`src/rtl/seven_seg_scan_driver.sv`:
```
// Multiplexed 4-digit common-anode 7-segment driver with frame-synchronous
// data update, per-slot anode dead time and whole-display blink.
module seven_seg_scan_driver #(
  parameter int SCAN_DIV  = 25000,
  parameter int BLINK_DIV = 2500000
) (
  input  logic        clock,
  input  logic        reset_n,
  input  logic        load,
  input  logic [15:0] digit_codes,
  input  logic [3:0]  digit_blank,
  input  logic [3:0]  dp,
  input  logic        blink_en,
  output logic [3:0]  anodes,
  output logic [7:0]  cathods,
  output logic        frame_done
);

  localparam int SCAN_W  = (SCAN_DIV > 1) ? $clog2(SCAN_DIV) : 1;
  localparam int BLINK_W = (BLINK_DIV > 1) ? $clog2(BLINK_DIV) : 1;
  localparam logic [SCAN_W-1:0]  SCAN_LAST  = SCAN_W'(SCAN_DIV - 1);
  localparam logic [SCAN_W-1:0]  SCAN_PRE   = SCAN_W'(SCAN_DIV - 2);
  localparam logic [BLINK_W-1:0] BLINK_LAST = BLINK_W'(BLINK_DIV - 1);

  function automatic logic [6:0] hex_to_seg(input logic [3:0] code);
    logic [6:0] seg;
    case (code)
      4'h0: seg = 7'h40;  4'h1: seg = 7'h79;  4'h2: seg = 7'h24;  4'h3: seg = 7'h30;
      4'h4: seg = 7'h19;  4'h5: seg = 7'h12;  4'h6: seg = 7'h02;  4'h7: seg = 7'h78;
      4'h8: seg = 7'h00;  4'h9: seg = 7'h10;  4'hA: seg = 7'h08;  4'hB: seg = 7'h03;
      4'hC: seg = 7'h46;  4'hD: seg = 7'h21;  4'hE: seg = 7'h06;  4'hF: seg = 7'h0E;
      default: seg = 7'h7F;
    endcase
    return seg;
  endfunction

  logic [SCAN_W-1:0]  scan_cnt_r;
  logic [1:0]         digit_idx_r;
  logic [BLINK_W-1:0] blink_cnt_r;
  logic               blink_phase_r;
  logic [15:0]        shadow_codes_r, active_codes_r;
  logic [3:0]         shadow_blank_r, active_blank_r;
  logic [3:0]         shadow_dp_r, active_dp_r;
  logic               shadow_blink_r, active_blink_r;
  logic [3:0]         anodes_r;
  logic [7:0]         cathods_r;
  logic               frame_done_r;

  logic               scan_last_s;
  logic               frame_end_s;
  logic               frame_pre_s;
  logic [3:0]         cur_code_s;
  logic               cur_dark_s;
  logic [3:0]         anodes_s;
  logic [7:0]         cathods_s;

  assign scan_last_s = (scan_cnt_r == SCAN_LAST);
  assign frame_end_s = scan_last_s && (digit_idx_r == 2'd0);
  // frame_done is registered one cycle early so it is high exactly on the frame-end cycle
  assign frame_pre_s = (scan_cnt_r == SCAN_PRE) && (digit_idx_r == 2'd0);

  // Slot counter and digit index; index steps down 3->0 and wraps naturally
  always_ff @(posedge clock or negedge reset_n) begin
    if (!reset_n) begin
      scan_cnt_r  <= {SCAN_W{1'b0}};
      digit_idx_r <= 2'd3;
    end else if (scan_last_s) begin
      scan_cnt_r  <= {SCAN_W{1'b0}};
      digit_idx_r <= digit_idx_r - 2'd1;
    end else begin
      scan_cnt_r  <= scan_cnt_r + {{(SCAN_W-1){1'b0}}, 1'b1};
    end
  end

  // Free-running blink timebase
  always_ff @(posedge clock or negedge reset_n) begin
    if (!reset_n) begin
      blink_cnt_r   <= {BLINK_W{1'b0}};
      blink_phase_r <= 1'b0;
    end else if (blink_cnt_r == BLINK_LAST) begin
      blink_cnt_r   <= {BLINK_W{1'b0}};
      blink_phase_r <= ~blink_phase_r;
    end else begin
      blink_cnt_r   <= blink_cnt_r + {{(BLINK_W-1){1'b0}}, 1'b1};
    end
  end

  // Shadow capture on load; active copy at frame end, with load bypassing the shadow
  always_ff @(posedge clock or negedge reset_n) begin
    if (!reset_n) begin
      shadow_codes_r <= 16'h0000;
      shadow_blank_r <= 4'b1111;
      shadow_dp_r    <= 4'b0000;
      shadow_blink_r <= 1'b0;
      active_codes_r <= 16'h0000;
      active_blank_r <= 4'b1111;
      active_dp_r    <= 4'b0000;
      active_blink_r <= 1'b0;
    end else begin
      if (load) begin
        shadow_codes_r <= digit_codes;
        shadow_blank_r <= digit_blank;
        shadow_dp_r    <= dp;
        shadow_blink_r <= blink_en;
      end
      if (frame_end_s) begin
        active_codes_r <= load ? digit_codes : shadow_codes_r;
        active_blank_r <= load ? digit_blank : shadow_blank_r;
        active_dp_r    <= load ? dp          : shadow_dp_r;
        active_blink_r <= load ? blink_en    : shadow_blink_r;
      end
    end
  end

  // Pattern for the current slot; slot cycle 0 keeps all anodes off
  always_comb begin
    cur_code_s = 4'h0;
    cathods_s  = 8'hFF;
    anodes_s   = 4'b1111;
    case (digit_idx_r)
      2'd0:    cur_code_s = active_codes_r[3:0];
      2'd1:    cur_code_s = active_codes_r[7:4];
      2'd2:    cur_code_s = active_codes_r[11:8];
      2'd3:    cur_code_s = active_codes_r[15:12];
      default: cur_code_s = 4'h0;
    endcase
    cur_dark_s = active_blank_r[digit_idx_r] || (active_blink_r && blink_phase_r);
    if (cur_dark_s) begin
      cathods_s = 8'hFF;
    end else begin
      cathods_s = {~active_dp_r[digit_idx_r], hex_to_seg(cur_code_s)};
    end
    if (scan_cnt_r == {SCAN_W{1'b0}}) begin
      anodes_s = 4'b1111;
    end else begin
      anodes_s = ~(4'b0001 << digit_idx_r);
    end
  end

  // Output registers
  always_ff @(posedge clock or negedge reset_n) begin
    if (!reset_n) begin
      anodes_r     <= 4'b1111;
      cathods_r    <= 8'hFF;
      frame_done_r <= 1'b0;
    end else begin
      anodes_r     <= anodes_s;
      cathods_r    <= cathods_s;
      frame_done_r <= frame_pre_s;
    end
  end

  assign anodes     = anodes_r;
  assign cathods    = cathods_r;
  assign frame_done = frame_done_r;

endmodule

```
`config.mk`:
```
export PLATFORM = sky130hd
export DESIGN_NAME = seven_seg_scan_driver
export DESIGN_NICKNAME = d
export VERILOG_FILES = /design/src/rtl/seven_seg_scan_driver.sv
export SDC_FILE = /design/constraint.sdc
export NUM_CORES = 1
export LEC_CHECK = 0
export BUFFER_PORTS_ARGS = -buffer_cell sky130_fd_sc_hd__buf_4
export CAP_MARGIN = 20
export CORE_MARGIN = 10
export CORE_UTILIZATION = 30
export CTS_BUF_LIST = sky130_fd_sc_hd__clkbuf_8
export DETAILED_ROUTE_END_ITERATION = 16
export PLACE_DENSITY = 0.58
export SYNTH_ARGS = -nofsm -noshare
export SYNTH_HDL_FRONTEND = slang
export SYNTH_SLANG_ARGS = --single-unit
```
`constraint.sdc`:
```
create_clock -name clock -period 2.3 [get_ports clock]
set_input_delay 0.115 -clock clock [delete_from_list [all_inputs] [get_ports clock]]
set_output_delay 0.115 -clock clock [all_outputs]
set_load 0.005 [all_outputs]
```
# Yosys cells after proc, flatten, opt, wreduce, memory -nomap -nowiden
# Memories as Yosys holds them, arrays and structs flattened.
# Cells that the tools add are included.
# W data, S select, Z words.
dict set report word_totals {
  register_bits 103
  mem_bits_ro 112
  in_bits 28
  out_inout_bits 13
  elab_cells 49
  mem_count 1
}
# memory words word_bits read_ports rd_clocked_by_memory_dff wr line_no
set mem_list {}
lappend mem_list {{(name not given)} 16 7 1 0 0 27} ;# case (code)
dict set report classes {
  add_sub_neg 3
  order_cmp 1
  eq_ne 6
  shift 1
  muxes 13
  n_bitwise 3
  reduce_logical 6
}
# operator n
set ops {}
lappend ops {{$eq A15 B15 Y1 const B} 2}
lappend ops {{$add A22 B1 Y22 const B} 1}
lappend ops {{$eq A22 B22 Y1 const B} 1}
lappend ops {{$mux W22} 1}
lappend ops {{$mux W16} 1}
lappend ops {{$pmux W4 S4} 1}
lappend ops {{$add A15 B1 Y15 const B} 1}
lappend ops {{$logic_not A15 Y1} 1}
lappend ops {{$mux W15} 1}
lappend ops {{$mux W4} 3}
lappend ops {{$mux W8} 1}
lappend ops {{$bmux W1 S2} 2}
lappend ops {{$eq A2 B2 Y1 const B} 2}
lappend ops {{$not A4 Y4} 1}
lappend ops {{$shl A1 B2 Y4 const A} 1}
lappend ops {{$logic_and A1 B1 Y1} 3}
lappend ops {{$lt A2 B3 Y1 const B} 1}
lappend ops {{$mux W1} 3}
lappend ops {{$eq A2 B1 Y1 const B} 1}
lappend ops {{$logic_not A2 Y1} 1}
lappend ops {{$not A1 Y1} 2}
lappend ops {{$sub A2 B1 Y2 const B} 1}
lappend ops {{$logic_or A1 B1 Y1} 1}

# Logic depth before layout (Yosys ltp)
dict set report depth {
  word_depth 4
  mapped_depth 11
  ltp_nobuf 11
}

# Least setup slack after synthesis
# No wires, ideal clock.
dict set report synth_timing {
  path_kind {flip-flop to flip-flop}
  startpoint {register digit_idx_r[0]}
  endpoint {register cathods_r[5] (netlist: cathods[5])}
  arrival_time_ps 2100
  t_required_ps 2191
  slack_ps 91
  stages_incl_launch_ff 12
  period_less_slack_ps 2209
  path_cell_list {dfstp_2 inv_1 ha_1 a22oi_1 nand2_1 mux2i_1 inv_1 ha_1 inv_1 nor2_1 a21oi_1 o221ai_1}
}
dict set report synth_via {
  elab_chain_len 4
  word_cells_on_any_way 10
  classes_between {eq/ne (3); mux (4); reduce/logical (2); memory (1)}
}
# item line_no
set synth_lines {}
lappend synth_lines {{start, declared} 38} ;# logic [1:0] digit_idx_r;
lappend synth_lines {{start signal, assigned} 69} ;# digit_idx_r <= digit_idx_r - 2'd1;
lappend synth_lines {{$eq A2 B2 Y1, or another cell as far along} 120} ;# case (digit_idx_r)
lappend synth_lines {{$pmux W4 S4 or $mux W1 (tied branches)} {120, 127}}
lappend synth_lines {{$mem_v2 Z16 W7 or $logic_or A1 B1 Y1 (tied branches)} -}
lappend synth_lines {{$mux W8 *} 128} ;# if (cur_dark_s) begin
lappend synth_lines {{via cathods_s[5]} 55} ;# logic [7:0] cathods_s;
lappend synth_lines {{end signal, assigned} 148} ;# cathods_r <= cathods_s;
lappend synth_lines {{end, declared} 46} ;# logic [7:0] cathods_r;
# Mark *: on every way through the listed nets, which the timed path passes. The rest lies on a longest branch. The select of a mux whose other input is x is not followed.
# A chain may end at the register's enable or synchronous reset.

# Final worst setup path
dict set report layout_timing {
  startpoint {register scan_cnt_r[9]}
  endpoint {register active_codes_r[9]}
}
dict set report layout_via {
  elab_chain_len 2
}
# item line_no
set layout_lines {}
lappend layout_lines {{start, declared} 37} ;# logic [SCAN_W-1:0] scan_cnt_r;
lappend layout_lines {{start signal, assigned} 65} ;# scan_cnt_r <= {SCAN_W{1'b0}};
lappend layout_lines {{start signal, assigned} 68} ;# scan_cnt_r <= {SCAN_W{1'b0}};
lappend layout_lines {{start signal, assigned} 71} ;# scan_cnt_r <= scan_cnt_r + {{(SCAN_W-1){1'b0}}, 1'b1};
lappend layout_lines {{$eq A15 B15 Y1} 57} ;# assign scan_last_s = (scan_cnt_r == SCAN_LAST);
lappend layout_lines {{$logic_and A1 B1 Y1} 58} ;# assign frame_end_s = scan_last_s && (digit_idx_r == 2'd0);
lappend layout_lines {{end signal, assigned} 107} ;# active_codes_r <= load ? digit_codes : shadow_codes_r;
lappend layout_lines {{end, declared} 41} ;# logic [15:0] shadow_codes_r, active_codes_r;
# Every way passes these cells.

==> out/qor.txt <==
outcome -> completed
Synth Register Bits -> 103
Pwr Total -> 0.00344 W
IO Pins -> 41
final setup fails -> 0
Tmin final -> 2.18 ns
CTS tree -> done
critical path class -> register to register
CP Max Fanout -> 25
VDD IR max -> 0.309 mV
HPWL after detailed placement -> 6380 µm
type of the worst min-delay path -> primary input to register
ANT nets after route -> 0
most common cell after layout, fill and taps aside -> dfrtp_1
H-tree depth -> 3
antenna violations before repair -> 0
critical path's largest stage delay -> 0.56 ns
most frequent cells in the layout -> dfrtp_1, buf_4, mux2_2
vias per std cell -> 4.58
root buf cell -> clkbuf_8
Final Wtd Congestion -> 0.843
switch share -> 21.7%
leakage -> 2.59 nW
Placeable Area -> 0.0151 mm²
Antenna diodes -> 0
first-pass GRT wire length -> 15400 µm
Post-Synthesis Net Count -> 396
Max-slew headroom -> 62.0%
Die ar. -> 0.0208 mm²
Avg Inst Size Synth -> 13.0 µm²
grt peak-use layer -> met2
initial DRC count -> 188
Worst-Skew Late Latency -> 0.37 ns
Sink Count -> 103
unrepaired setup endpoints after global routing -> yes
Distinct cells, synth -> 43
clock tree buffer depth -> 2
total congestion overflow -> 0
Synth Instances -> 354
final hold viol count -> 0
total number of yosys warnings -> 0
sequential share of power -> 56.4%
die width -> 144 µm
First-pass DRT Iterations -> 5
# DRC -> 0
clock-pin slew on the worst setup and hold paths -> 0.09 ns
slowest CP cell -> or4_4
sequential area share after synthesis -> 56.4%
Fin Setup TNS -> 0 ns
NumNets Final -> 477
cell internal pwr -> 0.00269 W
Hold Slack -> 0.0244 ns
Util after Layout -> 37.7%
Clock power frac -> 35.0%
switching power -> 0.000745 W
met1 usage -> 12.5%
IO Port Bufs -> 40
grt met3 use -> 2.76%
cell area power density -> 602 mW/mm²
GR Util met2 -> 13.6%
Setup crit end kind -> register
Syn-to-layout area delta -> 23.5%
crit path cell chain -> or4_4, nor4_2, and2_4, nand2_8, mux2_4
Die H -> 144 µm
via count -> 2878
max-cap violations -> 0
max-slew violations -> 0
combinational share of power -> 8.6%
WP data arrival -> 2.43 ns
Final Skew -> 0.00843 ns
number of global-route vias before repair -> 3044
largest net degree at the start of global routing -> 60
Worst-Margin Slew -> 0.570 ns
num rows -> 45
Starting Density -> 30.5%
worst path required time -> 2.56 ns
Post-Synthesis Cell Area -> 0.00462 mm²
crit path launch type -> register
GRT Util Overall -> 9.36%
fin crit share -> 94.6%
TritonCTS buffer count -> 9
share of layout cells above drive strength 1 -> 36.6%
Avg WL per Cell -> 14.5 µm
fmax -> 459 MHz
DRT Wirelength -> 9110 µm
==> through the flow <==
| stage | cells | setup slack (ns) | instance area [µm²] |
|---|---|---|---|
| 4_1_cts | 623 | 0.0152 | 5640 |
| 6_report | 628 | 0.123 | 5700 |
| 3_5_place_dp | 583 | 0.0105 | 5170 |
| 5_1_grt | 628 | -0.0740 | 5700 |
| 2_1_floorplan | 354 | 0.0905 | 4620 |
| 3_3_place_gp | 583 | 0.0832 | 5170 |
==> synth_stat cells, drive strengths merged <==
cell type	instances	area, µm²
dfrtp	81	2030
mux2	51	649
nor2	24	90.1
dfstp	22	578
nand2	21	95.1
nand3	17	85.1
xnor2	17	149
xor2	15	131
ha	14	175
inv	11	41.3
nand4	10	62.6
a21oi	9	45.0
o21ai	7	35.0
buf	6	63.8
and3	5	31.3
clkbuf	5	18.8
and4	4	35.0
nor4	4	31.3
o221ai	4	35.0
nand3b	3	22.5
nor2b	3	18.8
a222oi	2	20.0
a22oi	2	15.0
mux2i	2	20.0
mux4	2	45.0
nor3	2	10.0
or4	2	18.8
a211o	1	8.76
a211oi	1	7.51
and2	1	8.76
nand2b	1	6.26
nor4bb	1	10.0
o211ai	1	7.51
o31ai	1	7.51
or2	1	6.26
or3	1	6.26
==> worst paths after layout <==
path / from / to / depth (start not counted) / slack (ns)
min reg2reg: blink_phase_r / blink_phase_r / 1 / 0.48
max in group asynchronous: reset_n / shadow_blank_r[0] / 3 / 1.24
min: dp[2] / shadow_dp_r[2] / 2 / 0.02
max reg2reg: scan_cnt_r[9] / active_codes_r[9] / 5 / 0.12
max: scan_cnt_r[9] / active_codes_r[9] / 5 / 0.12
min in group asynchronous: reset_n / shadow_codes_r[9] / 2 / 0.30
==> sequential cells by signal, indices dropped and copies added (netlist names) <==
register / flops
blink_cnt_r: 22
active_codes_r: 16
shadow_codes_r: 16
scan_cnt_r: 15
cathods: 8
active_blank_r: 4
active_dp_r: 4
anodes: 4
shadow_blank_r: 4
shadow_dp_r: 4
digit_idx_r: 2
active_blink_r: 1
blink_phase_r: 1
frame_done: 1
shadow_blink_r: 1
==> layer usage <==
layer	vias to the layer above	share of wire (%)
li1	1399	-
met1	1408	49
met2	55	44
met3	16	4.3
met4	0	2.7
met5	-	0
==> cell families (layout without fill, tap and decap cells) <==
kind of cell,after synthesis,after routing,synth area share (%)
xor gates and xnor gates,32,32,6.07
buffers and inverters,22,108,2.68
AOI/OAI and AO/OA,28,28,3.93
muxes,55,55,15.5
DFF,103,103,56.4
adders and majority gates,14,14,3.79
and+or+nand+nor,100,100,11.7
==> power by group through the flow <==
stage | clock network (W) | logic (W) | registers (W)
finish | 0.00120 | 0.000295 | 0.00194
global route | 0.00132 | 0.000328 | 0.00195
CTS | 0.00125 | 0.000297 | 0.00194
detailed placement | 0 | 0.000263 | 0.00197
global placement | 0 | 0.000257 | 0.00197
floorplan | 0 | 0.000131 | 0.00196
==> timing repair <==
action / in CTS / in global routing
resized for setup: 1 / 11
endpoints found under the hold margin: 56 / 1
cloned: 0 / 0
endpoints found under the setup margin: 2 / 7
pin swaps: 0 / 2
hold buffers: 24 / 1
setup buffers: 0 / 4
==> cell type report <==
| cell class | instances | area, µm² |
|---|---|---|
| Inverter | 11 | 41.3 |
| Tap cell | 188 | 235 |
| Fill cell | 1405 | 9440 |
| Timing Repair Buffer | 81 | 683 |
| Sequential cell | 103 | 2610 |
| Multi-Input combinational cell | 229 | 1920 |
| Clock inverter | 3 | 38.8 |
| Clock buffer | 13 | 179 |
==> worst max-delay path, delay by kind of cell (launching register included) <==
| kind | cells | cell delay (ns) |
|---|---|---|
| flip-flops | 1 | 0.41 |
| multiplexers | 1 | 0.35 |
| AND/OR/NAND/NOR | 4 | 1.30 |
Power figures use the tool's default switching activity.
